### config.mk
export PLATFORM = sky130hd
export DESIGN_NAME = qam_symbol_demap
export DESIGN_NICKNAME = d
export VERILOG_FILES = /design/src/rtl/qam_rx_pkg.sv /design/src/rtl/qam_slicer.sv /design/src/rtl/qam_symbol_demap.sv
export SDC_FILE = /design/constraint.sdc
export NUM_CORES = 1
export LEC_CHECK = 0
export CELL_PAD_IN_SITES_DETAIL_PLACEMENT = 1
export CELL_PAD_IN_SITES_GLOBAL_PLACEMENT = 1
export CORE_MARGIN = 3
export CORE_UTILIZATION = 33
export DETAILED_ROUTE_END_ITERATION = 10
export PLACE_DENSITY = 0.79
export SLEW_MARGIN = 40
export SYNTH_ARGS = -nofsm -noshare
export SYNTH_HDL_FRONTEND = slang
export SYNTH_SLANG_ARGS = --single-unit
### constraint.sdc
create_clock -name clk -period 2.4 [get_ports clk]
set_input_delay 0.24 -clock clk [delete_from_list [all_inputs] [get_ports clk]]
set_output_delay 0.24 -clock clk [all_outputs]
set_load 0.01 [all_outputs]
### src/rtl/qam_rx_pkg.sv
// Shared definitions for the QPSK/16QAM receive demapper.
// Mode encodings, bits-per-symbol helper, Gray level codes and the default pilot.
// No logic here; the package is imported by the slicer and the demapper top.
package qam_rx_pkg;

  localparam logic MOD_QPSK  = 1'b0;
  localparam logic MOD_QAM16 = 1'b1;

  // 16QAM per-axis Gray codes, from most negative level to most positive
  localparam logic [1:0] LVL_M3 = 2'b00;
  localparam logic [1:0] LVL_M1 = 2'b01;
  localparam logic [1:0] LVL_P1 = 2'b11;
  localparam logic [1:0] LVL_P3 = 2'b10;

  localparam logic [31:0] PILOT_WORD_DEF = 32'hF0F0_3C3C;

  typedef enum logic {
    ST_HUNT = 1'b0,
    ST_DATA = 1'b1
  } state_e;

  function automatic logic [2:0] bps(input logic mod_type);
    return (mod_type == MOD_QAM16) ? 3'd4 : 3'd2;
  endfunction

endpackage

### src/rtl/qam_slicer.sv
// Per-axis hard decision: maps one signed sample to its 2-bit level code.
// Latency: purely combinational, zero cycles.
// Backpressure: none; output follows the input every cycle.
module qam_slicer
  import qam_rx_pkg::*;
#(
  parameter int SCALE = 65536
) (
  input  logic signed [31:0] x_i,
  input  logic               mod_type_i,
  output logic [1:0]         code_o
);

  localparam logic signed [31:0] TWO_S = 32'(2 * SCALE);

  // Ties resolve upward: a sample exactly on a threshold takes the higher level
  always_comb begin
    code_o = 2'b00;
    if (mod_type_i == MOD_QPSK) begin
      code_o = {1'b0, (x_i >= 0)};
    end else if (x_i < -TWO_S) begin
      code_o = LVL_M3;
    end else if (x_i < 0) begin
      code_o = LVL_M1;
    end else if (x_i < TWO_S) begin
      code_o = LVL_P1;
    end else begin
      code_o = LVL_P3;
    end
  end

endmodule

### src/rtl/qam_symbol_demap.sv
// Slices I/Q symbols, hunts for the pilot word, then serialises data bits MSB-first.
// Latency: a data symbol accepted in cycle N shows its MSB in cycle N+1.
// Backpressure: sym_ready drops while a loaded symbol still has unsent bits; bit_out holds while bit_ready is low.
// Optional out-of-range counter on err_cnt when QAM_DEMAP_ERR_CNT_EN is defined.
module qam_symbol_demap
  import qam_rx_pkg::*;
#(
  parameter int          SCALE      = 65536,
  parameter logic [31:0] PILOT_WORD = PILOT_WORD_DEF
) (
  input  logic               clk,
  input  logic               rst_n,
  input  logic               mod_type,
  input  logic signed [31:0] sym_i,
  input  logic signed [31:0] sym_q,
  input  logic               sym_valid,
  output logic               sym_ready,
  output logic               bit_out,
  output logic               bit_valid,
  input  logic               bit_ready,
  output logic               frame_lock
`ifdef QAM_DEMAP_ERR_CNT_EN
  ,
  output logic [15:0]        err_cnt
`endif
);

  state_e      state_q;
  logic        mod_q;
  logic [31:0] win_q;
  logic [5:0]  fill_q;
  logic [3:0]  sh_q;
  logic [1:0]  cnt_q;
  logic        vld_q;

  logic [1:0]  i_code, q_code;
  logic        mod_chg, last_bit, bit_hs, sym_acc;
  logic [31:0] win_d;
  logic [5:0]  fill_sum, fill_d;
  logic [3:0]  sh_load;

  qam_slicer #(.SCALE(SCALE)) u_slice_i (.x_i(sym_i), .mod_type_i(mod_q), .code_o(i_code));
  qam_slicer #(.SCALE(SCALE)) u_slice_q (.x_i(sym_q), .mod_type_i(mod_q), .code_o(q_code));

  // Handshake, window shift and serialiser load values
  always_comb begin
    mod_chg   = (mod_type != mod_q);
    last_bit  = ({1'b0, cnt_q} == (bps(mod_q) - 3'd1));
    bit_hs    = vld_q && bit_ready;
    // Hold off symbols during a mode switch so none is silently dropped
    sym_ready = rst_n && !mod_chg &&
                ((state_q == ST_HUNT) || !vld_q || (bit_hs && last_bit));
    sym_acc   = sym_valid && sym_ready;
    win_d     = (mod_q == MOD_QAM16) ? {win_q[27:0], i_code, q_code}
                                     : {win_q[29:0], i_code[0], q_code[0]};
    fill_sum  = fill_q + {3'b000, bps(mod_q)};
    fill_d    = (fill_sum >= 6'd32) ? 6'd32 : fill_sum;
    sh_load   = (mod_q == MOD_QAM16) ? {i_code, q_code}
                                     : {i_code[0], q_code[0], 2'b00};
  end

  assign bit_out    = sh_q[3];
  assign bit_valid  = vld_q;
  assign frame_lock = (state_q == ST_DATA);

  // Pilot hunt / data serialisation state machine
  always_ff @(posedge clk or negedge rst_n) begin
    if (!rst_n) begin
      state_q <= ST_HUNT;
      mod_q   <= MOD_QPSK;
      win_q   <= '0;
      fill_q  <= '0;
      sh_q    <= '0;
      cnt_q   <= '0;
      vld_q   <= 1'b0;
    end else if (mod_chg) begin
      mod_q   <= mod_type;
      state_q <= ST_HUNT;
      win_q   <= '0;
      fill_q  <= '0;
      sh_q    <= '0;
      cnt_q   <= '0;
      vld_q   <= 1'b0;
    end else begin
      case (state_q)
        ST_HUNT: begin
          if (sym_acc) begin
            win_q  <= win_d;
            fill_q <= fill_d;
            if ((fill_d == 6'd32) && (win_d == PILOT_WORD)) begin
              state_q <= ST_DATA;
            end
          end
        end
        default: begin
          if (sym_acc) begin
            sh_q  <= sh_load;
            cnt_q <= '0;
            vld_q <= 1'b1;
          end else if (bit_hs) begin
            if (last_bit) begin
              vld_q <= 1'b0;
              sh_q  <= '0;
              cnt_q <= '0;
            end else begin
              sh_q  <= {sh_q[2:0], 1'b0};
              cnt_q <= cnt_q + 2'd1;
            end
          end
        end
      endcase
    end
  end

`ifdef QAM_DEMAP_ERR_CNT_EN
  localparam logic signed [31:0] FOUR_S = 32'(4 * SCALE);

  logic        oor;
  logic [15:0] err_q;

  assign oor = (sym_i > FOUR_S) || (sym_i < -FOUR_S) ||
               (sym_q > FOUR_S) || (sym_q < -FOUR_S);
  assign err_cnt = err_q;

  // Saturating count of accepted symbols beyond the outer constellation ring
  always_ff @(posedge clk or negedge rst_n) begin
    if (!rst_n) begin
      err_q <= '0;
    end else if (sym_acc && oor && (err_q != 16'hFFFF)) begin
      err_q <= err_q + 16'd1;
    end
  end
`endif

endmodule

-- Yosys cells after proc, flatten, opt, wreduce, memory -nomap -nowiden
Index checks and enable logic that the tools add are counted.
- flip-flop bits (word level): 45
- output and inout port bits: 4
- input port bits: 69
- logic and storage cells: 79
- $add $sub $neg: 3
- reduce and logical (&&, ||, !) cells: 17
- equal/unequal tests: 5
- order comparisons: 9
- bitwise logic cells: 1
- multiplexer cells: 37
- operators by type and width (cell ; number):
    $mux W30 ; 3
    $ge A32 B1 Y1 const B ; 2
    $lt A32 B1 Y1 const B ; 2
    $lt A32 B18 Y1 const B ; 2
    $lt A32 B19 Y1 const B ; 2
    $eq A32 B32 Y1 const B ; 1
    $mux W32 ; 1
    $mux W4 ; 6
    $mux W6 ; 4
    $mux W2 ; 11
    $mux W1 ; 11
    $add A6 B3 Y6 ; 1
    $eq A6 B6 Y1 const B ; 1
    $ge A6 B6 Y1 const B ; 1
    $logic_and A1 B1 Y1 ; 6
    $reduce_bool A3 Y1 ; 2
    $reduce_and A2 Y1 ; 2
    $reduce_bool A2 Y1 ; 2
    $eq A2 B3 Y1 ; 1
    $mux W3 ; 1
    $reduce_and A3 Y1 ; 1
    $sub A3 B1 Y3 const B ; 1
    $add A2 B1 Y2 const B ; 1
    $logic_not A1 Y1 ; 2
    other kinds (4) ; 5

-- Depth between registers and ports, before layout
- word-level depth: 12
- depth in mapped cells: 9
- depth with buffers taken out: 8

-- Modules after synthesis
From an unflattened synthesis, not the netlist that was laid out.
- cell total of the unflattened synthesis: 294
- area total of the unflattened synthesis: 2736.4 µm²
- by module, submodules not included (module ; times used ; cells each ; area an instance (µm²) ; seq. area each (µm²)):
    qam_symbol_demap ; 1 ; 264 ; 2536.2 ; 1101.1
    qam_slicer ; 2 ; 15 ; 100.1 ; 0.0

-- Worst setup path after synthesis
No wires, ideal clock.
- path type: register to register
- from: register mod_q
- to: register fill_q[4]
- required time: 2.321 ns
- data arrival time: 2.173 ns
- buffers on the path: 1
- stages on the path, launching flop included: 9
- slack: 0.147 ns
- period minus slack after synthesis: 2.253 ns
- path through: dfrtp_1 > buf_2 > inv_2 > ha_1 > fa_1 > nand3_1 > xnor2_1 > or4_1 > mux2i_1
- longest elaborated chain between the ends: 9
- ends and longest elaborated chain (what ; line ; RTL):
    start, declared ; qam_symbol_demap.sv:29 ; logic mod_q;
    start signal, assigned ; qam_symbol_demap.sv:77 ; mod_q <= mod_type;
    branches (longest 9 deep; another with $add A6 B3 Y6) ; -- ;
    end signal, assigned ; qam_symbol_demap.sv:89 ; fill_q <= fill_d;
    end, declared ; qam_symbol_demap.sv:31 ; logic [5:0] fill_q;
Several ways; the timed one is not identified. The select of a mux whose other input is x is not followed.
A chain may end at the register's enable or synchronous reset.

-- Worst setup path after layout
- from: register mod_q
- to: output port sym_ready
- longest elaborated chain between the ends: 6
- ends and longest elaborated chain (what ; line ; RTL):
    $mux W3 ; qam_rx_pkg.sv:23 ; return (mod_type == MOD_QAM16) ? 3'd4 : 3'd2;
    $sub A3 B1 Y3 ; qam_symbol_demap.sv:48 ; last_bit = ({1'b0, cnt_q} == (bps(mod_q) - 3'd1));
    $eq A2 B3 Y1 ; qam_symbol_demap.sv:48 ;
    $logic_and A1 B1 Y1 ; qam_symbol_demap.sv:52 ; ((state_q == ST_HUNT) || !vld_q || (bit_hs && last_bit));
    $logic_or A1 B1 Y1 ; qam_symbol_demap.sv:52 ;
    $logic_and A1 B1 Y1 (*) ; qam_symbol_demap.sv:51 ; sym_ready = rst_n && !mod_chg &&
    end, declared ; qam_symbol_demap.sv:17 ; output logic sym_ready,
Mark *: on every way between the ends. The rest lies on a longest branch, timed or not.

==> run summary <==
The count of mapped cells out of synthesis is between 200 and 300. The total negative slack for setup checks came out at 0 ns. The remaining global-route overflow is 0. Routability-driven placement finished with a final weighted congestion of 0.797.

Yosys mapped a number of flops with a built-in enable equal to 0. The detailed placer's ending HPWL is 5280 µm. The slowest cell on the critical path is sky130_fd_sc_hd__clkdlybuf4s50_1. Detailed routing inserted a total of 2379 vias. The critical path starts at mod_q$_DFFE_PN0N_. The warning count from the yosys run is 0. The post-detailed-route via-to-cell ratio came out at 5.55. The tool flagged a number of max-cap violations equal to 0. The share of post-route cells with drive strength above 1 is ~9%.

The first routing iteration left 145 violations. The critical path goes through buf_4 -> buf_4 -> xnor2_1 -> nand2_1 -> nor2_1 -> clkdlybuf4s50_1. The library cell used as clock root buffer is sky130_fd_sc_hd__clkbuf_8.

The worst-case setup margin in the final layout is 0.122 ns. The number of endpoints with negative hold slack in the final report was 0. The power per standard cell area is 518 mW/mm². The worst hold path belongs to the class input pin to async pin. The count of antenna-violating nets left after detailed routing is 0. The final design area excluding fillers is 0.00332 mm². The switching power total came out at 0.513 mW. The kind of end point of the critical path is a primary output.

The sequential share of power is 50.4%. The flip-flop and latch count after synthesis is 44. The I/O pin total is 73.

For this run, design rule violations remaining after detail routing come to 0. The later-pin clock latency in the skew report is 0.30 ns. Before CTS, the worst setup slack after placement is -0.0674 ns.

The final worst clock skew came out at 0.00547 ns. After synthesis, the cell types taking the most area are sky130_fd_sc_hd__dfrtp_1, sky130_fd_sc_hd__mux2i_1, sky130_fd_sc_hd__a211oi_1. The area growth from synthesis to final layout is 24.6%. The first-pass iteration count of the detailed router is 4. The number of global-route vias before repair was ~2500. The die outline height is about 96 µm. The internal power component is 1.20 mW. The part of the cycle the worst path needs is a little over nine tenths. The clock drives 44 sinks. The share of total power in combinational logic is 20.9%. By count the netlist is led by sky130_fd_sc_hd__dfrtp_1, sky130_fd_sc_hd__nor2_1, sky130_fd_sc_hd__a211oi_1. The number of pins exceeding their max-slew limit in the final report is 0. The average wire per standard cell is 16.9 µm.

The fraction of registers with async set/reset came out at 100%. Entering global routing, the biggest net connects 59 pins. The number of buffers added by the clock tree synthesis step came out at 5. The worst register-to-register path ends at fill_q[4]$_DFFE_PN0P_. The delay of the slowest cell on the worst path came out at approximately 0.54 ns.

The slew at the pin closest to its max-slew limit is ~0.55 ns. The portion of synthesized cell area occupied by the leading cell type is 41.4%. The initial utilization of the core area, before any placement, comes to 34.3%. The number of nets at the end of the flow came out at 400. The most frequent cell after synthesis is sky130_fd_sc_hd__dfrtp_1. In this run the static leakage power is 1.32 nW. The sequential element share of the synthesized area is 41.4%.

The distinct cell type count after synthesis is 49. TritonCTS built the clock tree. The smallest clock period supported by the final layout is computed as between 2 and 2.5 ns. The fill cell total of the finished layout came out at between 900 and 1000. The overall global routing resource usage came out at 16.8%. The full die area came out at between 0.009 and 0.01 mm².

The first global-routing pass estimated 12300 µm of wire. In this run the register-to-register setup slack is ~0.28 ns. The data arrival time of the critical path is approximately 2.0 ns.

The worst-case headroom to the max-slew limit is 63.6%. The worst setup path is launched from a register. Among all flip-flop cells after synthesis, the most frequent one is sky130_fd_sc_hd__dfrtp_1. The summed instance area of the synthesized netlist came out at between 0.002 and 0.003 mm².

The final antenna diode count is 0. Port buffering added 38 buffers. The switching power share of the total came out at roughly 30%.

In this design, the critical path's most frequently occurring cell is sky130_fd_sc_hd__buf_4. The post-route total power is 1.72 mW. The overall die width came out at 95.8 µm. Setup repair after global routing left no endpoint under its margin. Of all cell types, the one taking the most synthesized area is sky130_fd_sc_hd__dfrtp_1. The setup path with the least slack is of type register to primary output. The post-synthesis area per instance is ~9.4 µm². The clock passes through at most 2 buffers. The floorplan has 32 rows. The placed instance area is 0.00320 mm². The worst-case IR drop observed on VDD is 0.204 mV. The timing endpoint of the critical path is sym_ready.

Based on the critical path, the design can be clocked at up to ~0.44 GHz. Data on the critical path is required at its endpoint by 2.16 ns. The net count after synthesis came out at roughly 360. The final number of setup-violating endpoints came out at 0. The worst register-to-register path has a depth of 7. The region available for standard cell placement spans 0.00777 mm². The detailed-route wire length is 7230 µm.

The largest fanout of any net on the critical path is 18. The number of H-tree branching levels came out at 2. The run finished with clean final reports.

The initial antenna violation count came out at 0. The clock network fraction of design power came out at 28.7%. The startpoint of the lowest-slack register-to-register path is mod_q$_DFFE_PN0N_. The clock transition at the register clock pins on the worst setup and hold paths after CTS came out at 0.08 ns.
## through the flow
step | std cells | hold slack (ns) | util [%]
finish | 429 | 0.474 | 42.7
global route | 429 | 0.518 | 42.7
CTS | 429 | 0.482 | 42.5
detailed placement | 420 | 0.278 | 41.2
global placement | 420 | 0.270 | 41.2
floorplan | 284 | -0.0556 | -
## critical path: cells and delay by family, from the launching register on
kind / cells / cell delay [ns]
flip-flops: 1 / 0.43
buffers and inverters: 3 / 0.94
XOR/XNOR: 1 / 0.22
AND/OR/NAND/NOR: 2 / 0.17
## cells in the final DEF (no fill, tap or decap), drive strengths merged, types with 2 or more instances in the layout
cell           Yosys  final
a211oi            29     29
a21o               2      2
a21oi             13     13
a31oi              3      3
buf               13     14
clkbuf             4      8
clkdlybuf4s50      0     37
dfrtp             44     44
ha                 4      4
inv                3      3
mux2               2      2
mux2i             27     27
nand2             19     19
nand3             10     10
nand3b             2      2
nand4             11     11
nor2              43     43
nor3               5      5
nor4               6      6
nor4b              2      2
nor4bb             2      2
o21ai             10     10
o22ai              2      2
o31ai              2      2
o41ai              2      2
or3                2      2
or4                3      3
or4bb              2      2
xnor2              3      3
xor2               2      2
## layer usage
layer	wire [µm]	GRT usage, %	up-vias
li1	-	-	1151
met1	3320	22.2	1192
met2	3650	28.4	26
met3	164	2.42	10
met4	104	5.33	0
met5	0	0	-
## cells by family (layout without fill, tap and decap cells)
logic type / Yosys count / in the layout / share of synthesized area (%)
xor gates and xnor gates: 5 / 5 / 1.93
muxes: 29 / 29 / 11.0
adders and majority gates: 5 / 5 / 2.63
AOI/OAI and AO/OA: 66 / 66 / 17.0
buffers and inverters: 20 / 63 / 3.48
DFF: 44 / 44 / 41.4
and+or+nand+nor: 115 / 115 / 22.6
## area by class of cell
class,instances,area [µm²],share of cell area [%]
clock buffer,8,90.1,2.72
multi-input combinational,220,1500,45.3
timing repair buffer,52,483,14.6
sequential,44,1100,33.2
tap,102,128,3.85
inverter,3,11.3,0.340
## worst min path at each step
stage	startpoint	slack, ns	to
floorplan	rst_n	-0.06	bit_valid$_DFFE_PN0P_
global placement	rst_n	0.27	fill_q[5]$_DFFE_PN0P_
detailed placement	rst_n	0.28	fill_q[5]$_DFFE_PN0P_
CTS	rst_n	0.48	win_q[22]$_DFFE_PN0P_
global route	rst_n	0.52	fill_q[5]$_DFFE_PN0P_
finish	rst_n	0.47	fill_q[5]$_DFFE_PN0P_
## repair_timing
action | CTS | global route
endpoints found under the setup margin | 0 | 2
setup buffers | 0 | 0
hold buffers | 1 | 0
hold endpoints to repair | 17 | 0
gates resized for setup | 0 | 2
## power groups by stage
| stage | Combinational (mW) | Clock [mW] | Sequential (mW) |
|---|---|---|---|
| 6_report | 0.359 | 0.493 | 0.865 |
| 5_1_grt | 0.407 | 0.546 | 0.877 |
| 4_1_cts | 0.364 | 0.513 | 0.865 |
| 3_5_place_dp | 0.360 | 0 | 0.880 |
| 3_3_place_gp | 0.346 | 0 | 0.877 |
| 2_1_floorplan | 0.212 | 0 | 0.858 |
## state kept, by name (all words and copies together), names as in the netlist
| signal | cells |
|---|---|
| mod_q | 1 |
| win_q | 30 |
| bit_valid | 1 |
| frame_lock | 1 |
| fill_q | 5 |
| cnt_q | 2 |
| sh_q | 4 |
(Power assumes the default switching activity.)
